### config.mk
export PLATFORM = sky130hd
export DESIGN_NAME = debug_scan_tx
export DESIGN_NICKNAME = d
export VERILOG_FILES = /design/src/rtl/debug_scan_tx.sv
export SDC_FILE = /design/constraint.sdc
export NUM_CORES = 1
export LEC_CHECK = 0
export ABC_CLOCK_PERIOD_IN_PS = 4800
export CAP_MARGIN = 30
export CORE_ASPECT_RATIO = 0.9
export CORE_MARGIN = 4
export CORE_UTILIZATION = 40
export CTS_BUF_LIST = sky130_fd_sc_hd__clkbuf_4 sky130_fd_sc_hd__clkbuf_8
export DETAILED_ROUTE_END_ITERATION = 10
export GPL_TIMING_DRIVEN = 0
export HOLD_SLACK_MARGIN = 0.1
export PLACE_DENSITY_LB_ADDON = 0.08
export REMOVE_ABC_BUFFERS = 1
export SLEW_MARGIN = 20
export SYNTH_ARGS = -nofsm -noshare
export SYNTH_HDL_FRONTEND = slang
export SYNTH_SLANG_ARGS = --single-unit
### constraint.sdc
create_clock -name clk -period 4.8 [get_ports clk]
set_input_delay 0.96 -clock clk [delete_from_list [all_inputs] [get_ports clk]]
set_output_delay 0.96 -clock clk [all_outputs]
set_load 0.005 [all_outputs]
### src/rtl/debug_scan_tx.sv
// debug_scan_tx: host-side debug sweeper that steps/halts the core and streams a framed byte dump of all debug words
// Ports: clk; rst (async, active-low); halt/start/step_req control; debug_en, debug_step, debug_addr, debug_data core debug port;
//        tx_data/tx_valid/tx_ready byte stream; busy and frame_cnt status.
// Option: `define DEBUG_SCAN_CHECKSUM_EN appends one XOR-of-frame byte after the last data byte.
module debug_scan_tx #(
  parameter int NUM_WORDS = 64,
  parameter int SETTLE_CYCLES = 4,
  parameter logic [7:0] HEADER = 8'hA5
) (
  input  logic        clk,
  input  logic        rst,
  input  logic        halt,
  input  logic        start,
  input  logic        step_req,
  output logic        debug_en,
  output logic        debug_step,
  output logic [6:0]  debug_addr,
  input  logic [31:0] debug_data,
  output logic [7:0]  tx_data,
  output logic        tx_valid,
  input  logic        tx_ready,
  output logic        busy,
  output logic [7:0]  frame_cnt
);
  localparam int CW = $clog2(SETTLE_CYCLES + 1);
  typedef enum logic [3:0] {IDLE, STEP, SETTLE, HDR, ADDR, CAP, SEND, CSUM, DONE} state_t;
  state_t state;
  logic [CW-1:0] cnt;
  logic [7:0] idx;
  logic [31:0] word;
  logic [1:0] bsel;
  logic xfer;
  logic [7:0] idx_n;
  assign xfer = tx_valid & tx_ready;
  assign idx_n = idx + 8'd1;
`ifdef DEBUG_SCAN_CHECKSUM_EN
  logic [7:0] csum;
  always_ff @(posedge clk or negedge rst)
    if (!rst) csum <= '0;
    else if (state == IDLE) csum <= '0;
    else if (xfer) csum <= csum ^ tx_data;
`endif
  always_ff @(posedge clk or negedge rst) begin
    if (!rst) begin
      state <= IDLE;
      cnt <= '0;
      idx <= '0;
      word <= '0;
      bsel <= '0;
      debug_en <= 1'b0;
      debug_step <= 1'b0;
      debug_addr <= '0;
      tx_data <= '0;
      tx_valid <= 1'b0;
      busy <= 1'b0;
      frame_cnt <= '0;
    end else begin
      debug_en <= halt;
      case (state)
        IDLE: if (start) begin
          busy <= 1'b1;
          cnt <= '0;
          bsel <= '0;
          if (step_req && debug_en) begin
            state <= STEP;
            debug_step <= 1'b1;
          end else begin
            state <= HDR;
            tx_valid <= 1'b1;
            tx_data <= HEADER;
          end
        end
        STEP: if (cnt == CW'(SETTLE_CYCLES - 1)) begin
          state <= SETTLE;
          debug_step <= 1'b0;
          cnt <= '0;
        end else cnt <= cnt + CW'(1);
        SETTLE: if (cnt == CW'(SETTLE_CYCLES - 1)) begin
          state <= HDR;
          tx_valid <= 1'b1;
          tx_data <= HEADER;
        end else cnt <= cnt + CW'(1);
        HDR: if (xfer) begin
          if (bsel[0]) begin
            state <= ADDR;
            tx_valid <= 1'b0;
            debug_addr <= idx[6:0];
          end else tx_data <= frame_cnt;
          bsel <= bsel + 2'd1;
        end
        ADDR: state <= CAP;
        CAP: begin
          state <= SEND;
          word <= debug_data;
          tx_data <= debug_data[7:0];
          tx_valid <= 1'b1;
          bsel <= '0;
        end
        SEND: if (xfer) begin
          word <= {8'h00, word[31:8]};
          tx_data <= word[15:8];
          bsel <= bsel + 2'd1;
          if (bsel == 2'd3) begin
            idx <= idx_n;
            tx_valid <= 1'b0;
            if (idx_n == 8'(NUM_WORDS)) begin
`ifdef DEBUG_SCAN_CHECKSUM_EN
              state <= CSUM;
              tx_valid <= 1'b1;
              tx_data <= csum ^ tx_data;
`else
              state <= DONE;
`endif
            end else begin
              state <= ADDR;
              debug_addr <= idx_n[6:0];
            end
          end
        end
        CSUM: if (xfer) begin
          state <= DONE;
          tx_valid <= 1'b0;
        end
        DONE: begin
          state <= IDLE;
          frame_cnt <= frame_cnt + 8'd1;
          busy <= 1'b0;
          idx <= '0;
          debug_addr <= '0;
        end
        default: state <= IDLE;
      endcase
    end
  end
endmodule

* Yosys cells after proc, flatten, opt, wreduce, memory -nomap -nowiden *
Cells that the tools add are included.

storage, ports and cells
  register bits after elaboration = 76
  input port bits = 38
  output and inout bits = 27
  word-level logic and storage cells = 115

operators by class
  add/sub/neg operators = 4
  equality and inequality tests = 25
  mux-type cells = 51
  bitwise logic cells = 1
  reductions and logical operators = 22

operator list
  operator                                       number
  2-to-1 mux 8 bit                               8
  case mux 32 bit (2 select lines)               1
  case mux 8 bit (5 select lines)                1
  2-to-1 mux 4 bit                               9
  2-to-1 mux 7 bit                               5
  2-to-1 mux 32 bit                              1
  case mux 4 bit (8 select lines)                1
  inequality test 2 bit, second input constant   13
  case mux 7 bit (3 select lines)                1
  adder 8 x 1 -> 8 bit, second input constant    2
  == test 4 x 3 -> 1 bit, second input constant  4
  case mux 8 bit (2 select lines)                1
  2-to-1 mux 1 bit                               12
  2-to-1 mux 3 bit                               3
  case mux 3 bit (3 select lines)                1
  AND reduction 3 bit                            3
  AND reduction 9 bit                            1
  nonzero test 3 bit                             3
  == test 4 x 2 -> 1 bit, second input constant  2
  == test 8 x 7 -> 1 bit, second input constant  1
  AND reduction 8 bit                            1
  nonzero test 2 bit                             4
  AND reduction 7 bit                            1
  2-to-1 mux 2 bit                               3
  other kinds (19)                               21

* Depth between registers and ports, before layout *
Gate-level depths: netlist of run 1.

  depth after elaboration = 6
  mapped depth = 8
  gate-level depth less buffers = 7

* Least setup slack after synthesis of run 1 *
No wires, ideal clock.

  path type = input to register
  from = in tx_ready
  to = reg debug_addr[1]
  setup time = 125 ps
  arrival time = 2163 ps
  path slack = 2512 ps
  cell stages on the path = 6
  path buffers = 1
  cells stage by stage = and2_1 clkbuf_2 nand3_2 o21a_1 a41oi_4 mux2_2

between the ends
  longest elaborated chain between the ends = 3
  elaborated cells on any way between the ends = 4
  those cells by class = eq/ne (2); bitwise (1); reduce/logical (1)

ends and longest elaborated chain
  item                             line  text
  start: declaration               21    input logic tx_ready,
  bitwise AND 1 bit *              34    assign xfer = tx_valid & tx_ready;
  inequality test 2 bit (no line)  n/a
  AND reduction 6 bit (no line) *  n/a
  end signal: assignment           87    debug_addr <= idx[6:0];
  end signal: assignment           116   debug_addr <= idx_n[6:0];
  end: declaration                 17    output logic [6:0] debug_addr,

Mark *: on every way between the ends. The rest lies on a longest branch, timed or not.
A chain may end at the register's enable or synchronous reset.

* Worst setup path in the final report of run 1 *
  from = reg state[1]
  to = reg debug_addr[6]

between the ends
  longest elaborated chain between the ends = 3
  elaborated cells on any way between the ends = 11
  those cells by class = eq/ne (8); mux (1); reduce/logical (2)

ends and longest elaborated chain
  item                                                                   line  text
  start: declaration                                                     27    state_t state;
  start signal: assignment                                               45    state <= IDLE;
  start signal: assignment                                               65    state <= STEP;
  start signal: assignment                                               68    state <= HDR;
  == test 4 x 3 -> 1 bit, or another cell as far along                   59    case (state)
  inequality test 2 bit (no line) or nonzero test 3 bit (tied branches)  n/a
  AND reduction 6 bit (no line)                                          n/a

Several ways; a longest one is shown, not always the timed one.

==> results of run 1 <==
-- area by class of cell --
class / count / area [sq um] / area share
clock buffer: 11 / 151 / 0.0330
clock inverter: 5 / 83.8 / 0.0183
inverter: 6 / 22.5 / 0.00491
timing repair buffer: 67 / 678 / 0.148
sequential: 68 / 1700 / 0.371
multi-input combinational: 280 / 1800 / 0.392
tap: 119 / 149 / 0.0325
-- per-layer routing --
layer | vias to the layer above | wire [um] | global-route usage
met3 | 11 | 470 | 0.0432
met1 | 1410 | 4270 | 0.259
met4 | 0 | 116 | 0.0485
met2 | 76 | 3910 | 0.247
met5 | - | 0 | 0
li1 | 1472 | - | -
-- flip-flops by register name (all words and copies together) (netlist names) --
signal      flops
busy            1
bsel            2
frame_cnt       8
cnt             3
debug_addr      7
tx_valid        1
word           24
idx             8
debug_step      1
debug_en        1
tx_data         8
state           4
-- kinds of logic (layout without fill, tap and decap cells) --
logic type / Yosys count / count (layout) / share of synthesized area
fa+ha+maj: 7 / 7 / 0.0240
mux: 16 / 16 / 0.0480
simple gates: 152 / 152 / 0.199
buf+inv: 36 / 89 / 0.0453
compound gates: 91 / 91 / 0.184
flops: 68 / 68 / 0.466
xor+xnor: 14 / 14 / 0.0336
-- through the flow --
stage | hold slack (ps) | power, W | utilization | worst slack (ps) | cell area [sq um]
global placement | 482 | 0.00208 | 0.492 | 351 | 4300
CTS | 489 | 0.00267 | 0.525 | 1630 | 4590
global route | 496 | 0.00286 | 0.525 | 1440 | 4590
finish | 486 | 0.00264 | 0.525 | 1680 | 4590
detailed placement | 486 | 0.00211 | 0.498 | 1620 | 4350
floorplan | 466 | 0.00170 | - | 2290 | 3510
-- critical path: cells and delay by family, from the launching register on --
kind	cells	cell delay, ps
muxes	1	380
AOI/OAI and AO/OA	2	580
and+or+nand+nor	2	1250
DFF	1	790
-- worst paths after layout --
kind / startpoint / end / slack, ps / cells past startpoint
setup / recovery: state[1]$_DFFE_PN0P_ / debug_addr[6]$_DFFE_PN0P_ / 1680 / 5
setup reg to reg: state[1]$_DFFE_PN0P_ / debug_addr[6]$_DFFE_PN0P_ / 1680 / 5
hold / removal: rst / cnt[1]$_DFFE_PN0P_ / 490 / 1
max in group asynchronous: rst / idx[1]$_DFFE_PN0P_ / 3770 / 2
hold reg to reg: bsel[1]$_DFFE_PN0P_ / bsel[1]$_DFFE_PN0P_ / 500 / 1
min in group clk: bsel[1]$_DFFE_PN0P_ / bsel[1]$_DFFE_PN0P_ / 500 / 1
-- cell usage after synthesis, drive strengths merged, types with 8 or more instances --
cell type and number:
clkbuf 16, nor2 39, nand3 14, nand2 61, a31oi 19, o21ai 15, buf 14, mux2 12
a22o 14, dfrtp 68, xnor2 11, a21oi 8
-- where the power goes --
part           leakage [nW]  switching (W)  internal (W)
registers             0.850       0.000193      0.000769
clock network         0.112       0.000231      0.000322
logic                 0.970       0.000594      0.000533
==> results.json, run 1 <==
{
  "dp_hpwl_um": 5980,
  "yosysTopAreaCell": "dfrtp_1",
  "hold_class": "in -> async",
  "start_util": 0.418,
  "dr.pass1.iters": 4,
  "numCtsBuffers": 9,
  "gp_congestion": 0.822,
  "core-area_sq_mm": 0.00873,
  "portBuffers": 64,
  "synth_area_sq_mm": 0.00365,
  "maxSlewViolCount": 0,
  "synth_area_leaders": "dfrtp_1, nand2_1, nor2_1, mux2_2, a22o_1",
  "die-area_sq_mm": 0.0107,
  "die_h_um": 98.6,
  "grt_max_degree": 50,
  "antenna_cells": 0,
  "tns_ps": 0,
  "synthArstFlopShare": 1.00,
  "most-common-layout-cells": "dfrtp_1, clkdlybuf4s50_1, nand2_1, nor2_1, a31oi_1",
  "die_w_um": 109,
  "cp_max_fo": 34,
  "cts_tree": "built",
  "drive_gt1_frac": 0.110,
  "postCtsSetupRepairBufs": 0,
  "synth_area_per_cell_sq_um": 9.50,
  "grt_pass1_wl_um": 14700,
  "total_leakage_power_nw": 1.93,
  "rsz0062_at_grt": "false",
  "antenna_found_initial": 0,
  "cts.sinks": 68,
  "path_clk_slew_ps": 80,
  "run_status": "complete, no violations",
  "synth_edf_count": 0,
  "yosys.cell_types.count": 62,
  "tightest_slew_ps": 910,
  "crit_path_start_kind": "register",
  "n_fill_cell": 864,
  "nets": 477,
  "maxSlewHeadroom": 0.393,
  "cpMaxStageDelayCell": "and4bb_2",
  "area_growth_pct": 25.7,
  "drc": 0,
  "power_per_cell_area_mw_per_mm2": 576,
  "clockBufferDepth": 2,
  "viasPerCell": 5.34,
  "critPathMaxStageDelay_ps": 870,
  "grt_pass1_vias": 2831,
  "grt_remaining_overflow": 0,
  "final.min_clock_period_ps": 3120,
  "fin_cells": 556,
  "vdd_drop_max_mv": 0.226,
  "first_iter_violations": 157,
  "rows": 32,
  "synthCells": 384,
  "layout_commonest_cell": "dfrtp_1",
  "finalCritPeriodShare": 0.650,
  "root_buffer": "clkbuf_8",
  "ant_nets": 0,
  "cp-end-kind": "register",
  "arrival_ps": 3350,
  "htreeDepth": 3,
  "wire_per_inst_um": 15.8,
  "vias": 2969,
  "ys_seq_area_frac": 0.466,
  "fmax_mhz": 320,
  "finClkSkew_ps": 9.85,
  "worstSetupPathType": "reg -> reg",
  "finalHoldViolCount": 0,
  "path_cells": "and4bb_2 > nand3_2 > o21a_1 > a41oi_4 > mux2_2",
  "globalRouteTotalUtil": 0.173,
  "cp.required_ps": 5030,
  "hold_buffers": 0,
  "synth_top_cell_area_share": 0.466,
  "setup_viol": 0,
  "yosys_warnings": 0,
  "ctsResizeCount": 0,
  "ys.flop_type": "dfrtp_1",
  "ios": 65,
  "drt-total-wl_um": 8770,
  "dp_cells": 540,
  "maxCapViolCount": 0,
  "clock_latency_ps": 350,
  "yosys_register_bits": 68
}
No activity file was read; power rests on OpenSTA's default activity.
==> inputs of run 2 (changes only) <==
Settings changed: ABC_CLOCK_PERIOD_IN_PS 4800 to 2800.
Clock period 4.8 ns to 2.8 ns, I/O delays scaled along.
==> results.json, run 2 (synthesis results as in run 1) <==
{
  "run_status": "complete, no violations",
  "crit_path_start_kind": "register",
  "gp_congestion": 0.822,
  "globalRouteTotalUtil": 0.173,
  "nets": 479,
  "grt_pass1_wl_um": 14800,
  "placed_area_sq_mm": 0.00435,
  "worstSetupPathType": "reg -> reg",
  "tns_ps": 0,
  "die-area_sq_mm": 0.0107,
  "power_per_cell_area_mw_per_mm2": 992,
  "regMostFlops": "word",
  "largest_register_ffs": 24,
  "cp.required_ps": 3030,
  "pwr-share-comb": 0.427,
  "cp-end-kind": "register",
  "total_leakage_power_nw": 1.94,
  "p_sw_frac": 0.388,
  "clock_latency_ps": 350,
  "grt_max_degree": 50,
  "fin_cells": 558,
  "maxSlewViolCount": 0,
  "portBuffers": 64,
  "fin_area_sq_mm": 0.00462,
  "path_clk_slew_ps": 80,
  "area_growth_pct": 26.6,
  "antenna_cells": 0,
  "core-area_sq_mm": 0.00873,
  "cts_tree": "built",
  "ant_nets": 0,
  "setup_viol": 0,
  "tightest_slew_ps": 765,
  "cts.sinks": 68,
  "cp_max_fo": 19,
  "dr.pass1.iters": 4,
  "numCtsBuffers": 9,
  "htreeDepth": 3,
  "finalCritPeriodShare": 0.904,
  "dp_cells": 540,
  "ios": 65,
  "vias": 3023,
  "grt_pass1_vias": 2839,
  "vdd_drop_max_mv": 0.389,
  "wire_per_inst_um": 16.2,
  "finClkSkew_ps": 8.02,
  "layout_commonest_cell": "dfrtp_1",
  "viasPerCell": 5.42,
  "rows": 32,
  "dp_hpwl_um": 5980,
  "grt_remaining_overflow": 0,
  "finalHoldViolCount": 0,
  "drt-total-wl_um": 9020,
  "maxSlewHeadroom": 0.490,
  "clkPwrFrac": 0.208,
  "power.switching_w": 0.00178,
  "most-common-layout-cells": "dfrtp_1, clkdlybuf4s50_1, nand2_1, nor2_1, a31oi_1",
  "arrival_ps": 2760,
  "seqPwrFrac": 0.365,
  "die_h_um": 98.6,
  "drive_gt1_frac": 0.123,
  "start_util": 0.418,
  "antenna_found_initial": 0,
  "final_util": 0.529,
  "maxCapViolCount": 0,
  "internal-power_w": 0.00281,
  "fmax_mhz": 395,
  "hold_class": "reg -> reg",
  "first_iter_violations": 146,
  "final.min_clock_period_ps": 2530,
  "die_w_um": 109,
  "root_buffer": "clkbuf_8",
  "clockBufferDepth": 2,
  "drc": 0,
  "postCtsSetupRepairBufs": 0,
  "rsz0062_at_grt": "false"
}
[run 2: what timing repair did]
item	4_1_cts	5_1_grt
hold buffers	1	0
endpoints found under the setup margin	24	6
pin swaps	1	1
gates cloned	0	1
resized for setup	5	1
endpoints found under the hold margin	8	0
[run 2: worst paths after layout]
| check | slack (ps) | start | cells past startpoint | to |
|---|---|---|---|---|
| setup / recovery | 270 | state[3]$_DFFE_PN0P_ | 5 | debug_addr[6]$_DFFE_PN0P_ |
| setup reg to reg | 270 | state[3]$_DFFE_PN0P_ | 5 | debug_addr[6]$_DFFE_PN0P_ |
| hold reg to reg | 500 | bsel[1]$_DFFE_PN0P_ | 1 | bsel[1]$_DFFE_PN0P_ |
| min in group asynchronous | 630 | rst | 2 | cnt[1]$_DFFE_PN0P_ |
| hold / removal | 500 | bsel[1]$_DFFE_PN0P_ | 1 | bsel[1]$_DFFE_PN0P_ |
| max in group asynchronous | 1620 | rst | 3 | word[14]$_DFFE_PN0P_ |
[run 2: power by group through the flow]
stage               Combinational [W]  Clock, W  Sequential (W)
floorplan                     0.00134         0         0.00158
global placement              0.00192         0         0.00164
detailed placement            0.00195         0         0.00167
CTS                           0.00196  0.000972         0.00165
global route                  0.00221   0.00102         0.00173
finish                        0.00196  0.000954         0.00167
[run 2: final cells by class]
| class | count | area (sq um) |
|---|---|---|
| clock buffers | 11 | 151 |
| clock inverters | 5 | 83.8 |
| fillers | 859 | 4110 |
| inverters | 6 | 22.5 |
| multi-input cells | 281 | 1820 |
| flip-flops and latches | 68 | 1710 |
| well taps | 119 | 149 |
| repair buffers | 68 | 688 |
[run 2: critical path: stages (launching register included)]
cell and delay [ps]:
dfrtp_1 610, and4bb_4 590, nand3_2 270, o21a_1 220, a41oi_4 330, mux2_2 380
[run 2: metrics by stage]
| step | setup WS (ps) | hold slack [ps] | total power (W) |
|---|---|---|---|
| floorplan | 286 | 264 | 0.00291 |
| global placement | -1250 | 482 | 0.00356 |
| detailed placement | -333 | 473 | 0.00362 |
| CTS | 53.5 | 507 | 0.00459 |
| global route | 110 | 518 | 0.00495 |
| finish | 269 | 502 | 0.00458 |
[run 2: routing by layer]
metal / global-route usage / part of all wire
met4: 0.0485 / 0.0059
met2: 0.248 / 0.45
met5: 0 / 0
met1: 0.259 / 0.49
met3: 0.0432 / 0.057
==> inputs of run 3 (changes only) <==
Settings changed: ABC_CLOCK_PERIOD_IN_PS 2800 to 3150, CORE_ASPECT_RATIO 0.9 to 1.1, RECOVER_POWER set to 100.
Clock period 2.8 ns to 3.15 ns, I/O delays scaled along.
==> results.json, run 3 (synthesis results as in run 1) <==
{
  "power_w": 0.00408,
  "fmax_mhz": 349,
  "clock_latency_ps": 340,
  "ff2ff_setup_slack_ps": 290,
  "dr.pass1.iters": 4,
  "hold-path-endpoint": "busy$_DFFE_PN0P_",
  "regMostFlops": "word",
  "final.min_clock_period_ps": 2860,
  "viasPerCell": 5.40,
  "pwr-share-comb": 0.411,
  "dp_cells": 535,
  "setup_viol": 0,
  "rr_startpoint": "state[2]$_DFFE_PN0P_",
  "finalCritPeriodShare": 0.909,
  "rr_worst_depth": 5,
  "grt_remaining_overflow": 0,
  "fin_area_sq_mm": 0.00458,
  "antenna_cells": 0,
  "internal-power_w": 0.00256,
  "p_sw_frac": 0.372,
  "fin_cells": 551,
  "die_w_um": 99.1,
  "portBuffers": 64,
  "worstSetupPathType": "reg -> reg",
  "drt-total-wl_um": 8640,
  "core-area_sq_mm": 0.00887,
  "rsz0062_at_grt": "false",
  "hold_depth": 2,
  "path_clk_slew_ps": 80,
  "largest_register_ffs": 24,
  "globalRouteTotalUtil": 0.171,
  "power.switching_w": 0.00152,
  "grt_pass1_vias": 2959,
  "antenna_found_initial": 0,
  "nets": 478,
  "start_util": 0.411,
  "die_h_um": 108,
  "maxCapViolCount": 0,
  "cp.required_ps": 3370,
  "root_buffer": "clkbuf_8",
  "seqPwrFrac": 0.357,
  "finalHoldViolCount": 0,
  "hp-start": "busy$_DFFE_PN0P_",
  "clockBufferDepth": 2,
  "clkPwrFrac": 0.233,
  "ant_nets": 0,
  "crit_path_start_kind": "register",
  "vias": 2976,
  "drc": 0,
  "hold_class": "reg -> reg",
  "most-common-layout-cells": "dfrtp_1, nand2_1, nor2_1, clkdlybuf4s50_1, dlygate4sd3_1",
  "area_growth_pct": 25.4,
  "placed_area_sq_mm": 0.00434,
  "first_iter_violations": 98,
  "cp_max_fo": 34,
  "total_leakage_power_nw": 1.99,
  "run_status": "complete, no violations",
  "layout_commonest_cell": "dfrtp_1",
  "wire_per_inst_um": 15.7,
  "ios": 65,
  "cts.sinks": 68,
  "arrival_ps": 3090,
  "grt_max_degree": 46,
  "power_per_cell_area_mw_per_mm2": 892,
  "rows": 36,
  "drive_gt1_frac": 0.0938,
  "cts_tree": "built",
  "numCtsBuffers": 9,
  "grt_pass1_wl_um": 14700,
  "die-area_sq_mm": 0.0107,
  "maxSlewHeadroom": 0.134,
  "gp_congestion": 0.805,
  "cp-end-kind": "register",
  "vdd_drop_max_mv": 0.381,
  "tightest_slew_ps": 1300,
  "htreeDepth": 3,
  "maxSlewViolCount": 0,
  "regToRegEndpoint": "debug_addr[2]$_DFFE_PN0P_",
  "finClkSkew_ps": 13.5,
  "dp_hpwl_um": 5940
}
## run 3: per-layer routing
layer	part of all wire	global-route usage	vias up
met2	0.47	0.274	49
met5	0	0	-
met4	0.013	0.0654	0
li1	-	-	1473
met1	0.48	0.231	1444
met3	0.038	0.0316	10
## run 3: area by class of cell
cell class | instances | area, sq um
Inverter | 6 | 22.5
Sequential cell | 68 | 1700
Fill cell | 820 | 4300
Clock inverter | 6 | 138
Clock buffer | 9 | 124
Tap cell | 114 | 143
Timing Repair Buffer | 68 | 663
Multi-Input combinational cell | 280 | 1780
## run 3: worst max-delay path by stage
stage,slack [ps],start,depth (start not counted),end
after floorplan,640,state[0]$_DFFE_PN0P_,5,debug_addr[3]$_DFFE_PN0P_
after global placement,-960,rst,1,tx_data[5]$_DFFE_PN0P_
after detailed placement,-6,state[2]$_DFFE_PN0P_,5,debug_addr[3]$_DFFE_PN0P_
after CTS,150,state[0]$_DFFE_PN0P_,5,word[13]$_DFFE_PN0P_
after global routing,80,tx_ready,6,tx_data[7]$_DFFE_PN0P_
final,290,state[2]$_DFFE_PN0P_,5,debug_addr[2]$_DFFE_PN0P_
## run 3: power groups by stage
stage	combinational, W	clock, W	sequential, W
2_1_floorplan	0.00119	0	0.00140
3_3_place_gp	0.00170	0	0.00146
3_5_place_dp	0.00172	0	0.00148
4_1_cts	0.00174	0.000974	0.00147
5_1_grt	0.00191	0.00101	0.00151
6_report	0.00168	0.000949	0.00146
## run 3: critical path: stages, from the launching register on
cell and delay [ps]:
dfrtp_1 810, and4bb_4 650, nand3_2 320, o21a_1 230, a41oi_4 330, mux2_2 380
## run 3: timing repair
item	CTS	global route
gates resized for setup	1	0
hold buffers	0	0
endpoints found under the setup margin	6	0
buffers inserted	0	0
## run 3: metrics by stage
stage	utilization	hold slack (ps)	TNS (ps)	worst slack, ps
2_1_floorplan	-	334	0	636
3_3_place_gp	0.483	479	-67280	-958
3_5_place_dp	0.490	483	-11.6	-5.73
4_1_cts	0.519	178	0	150
5_1_grt	0.516	515	0	84.7
6_report	0.516	501	0	286
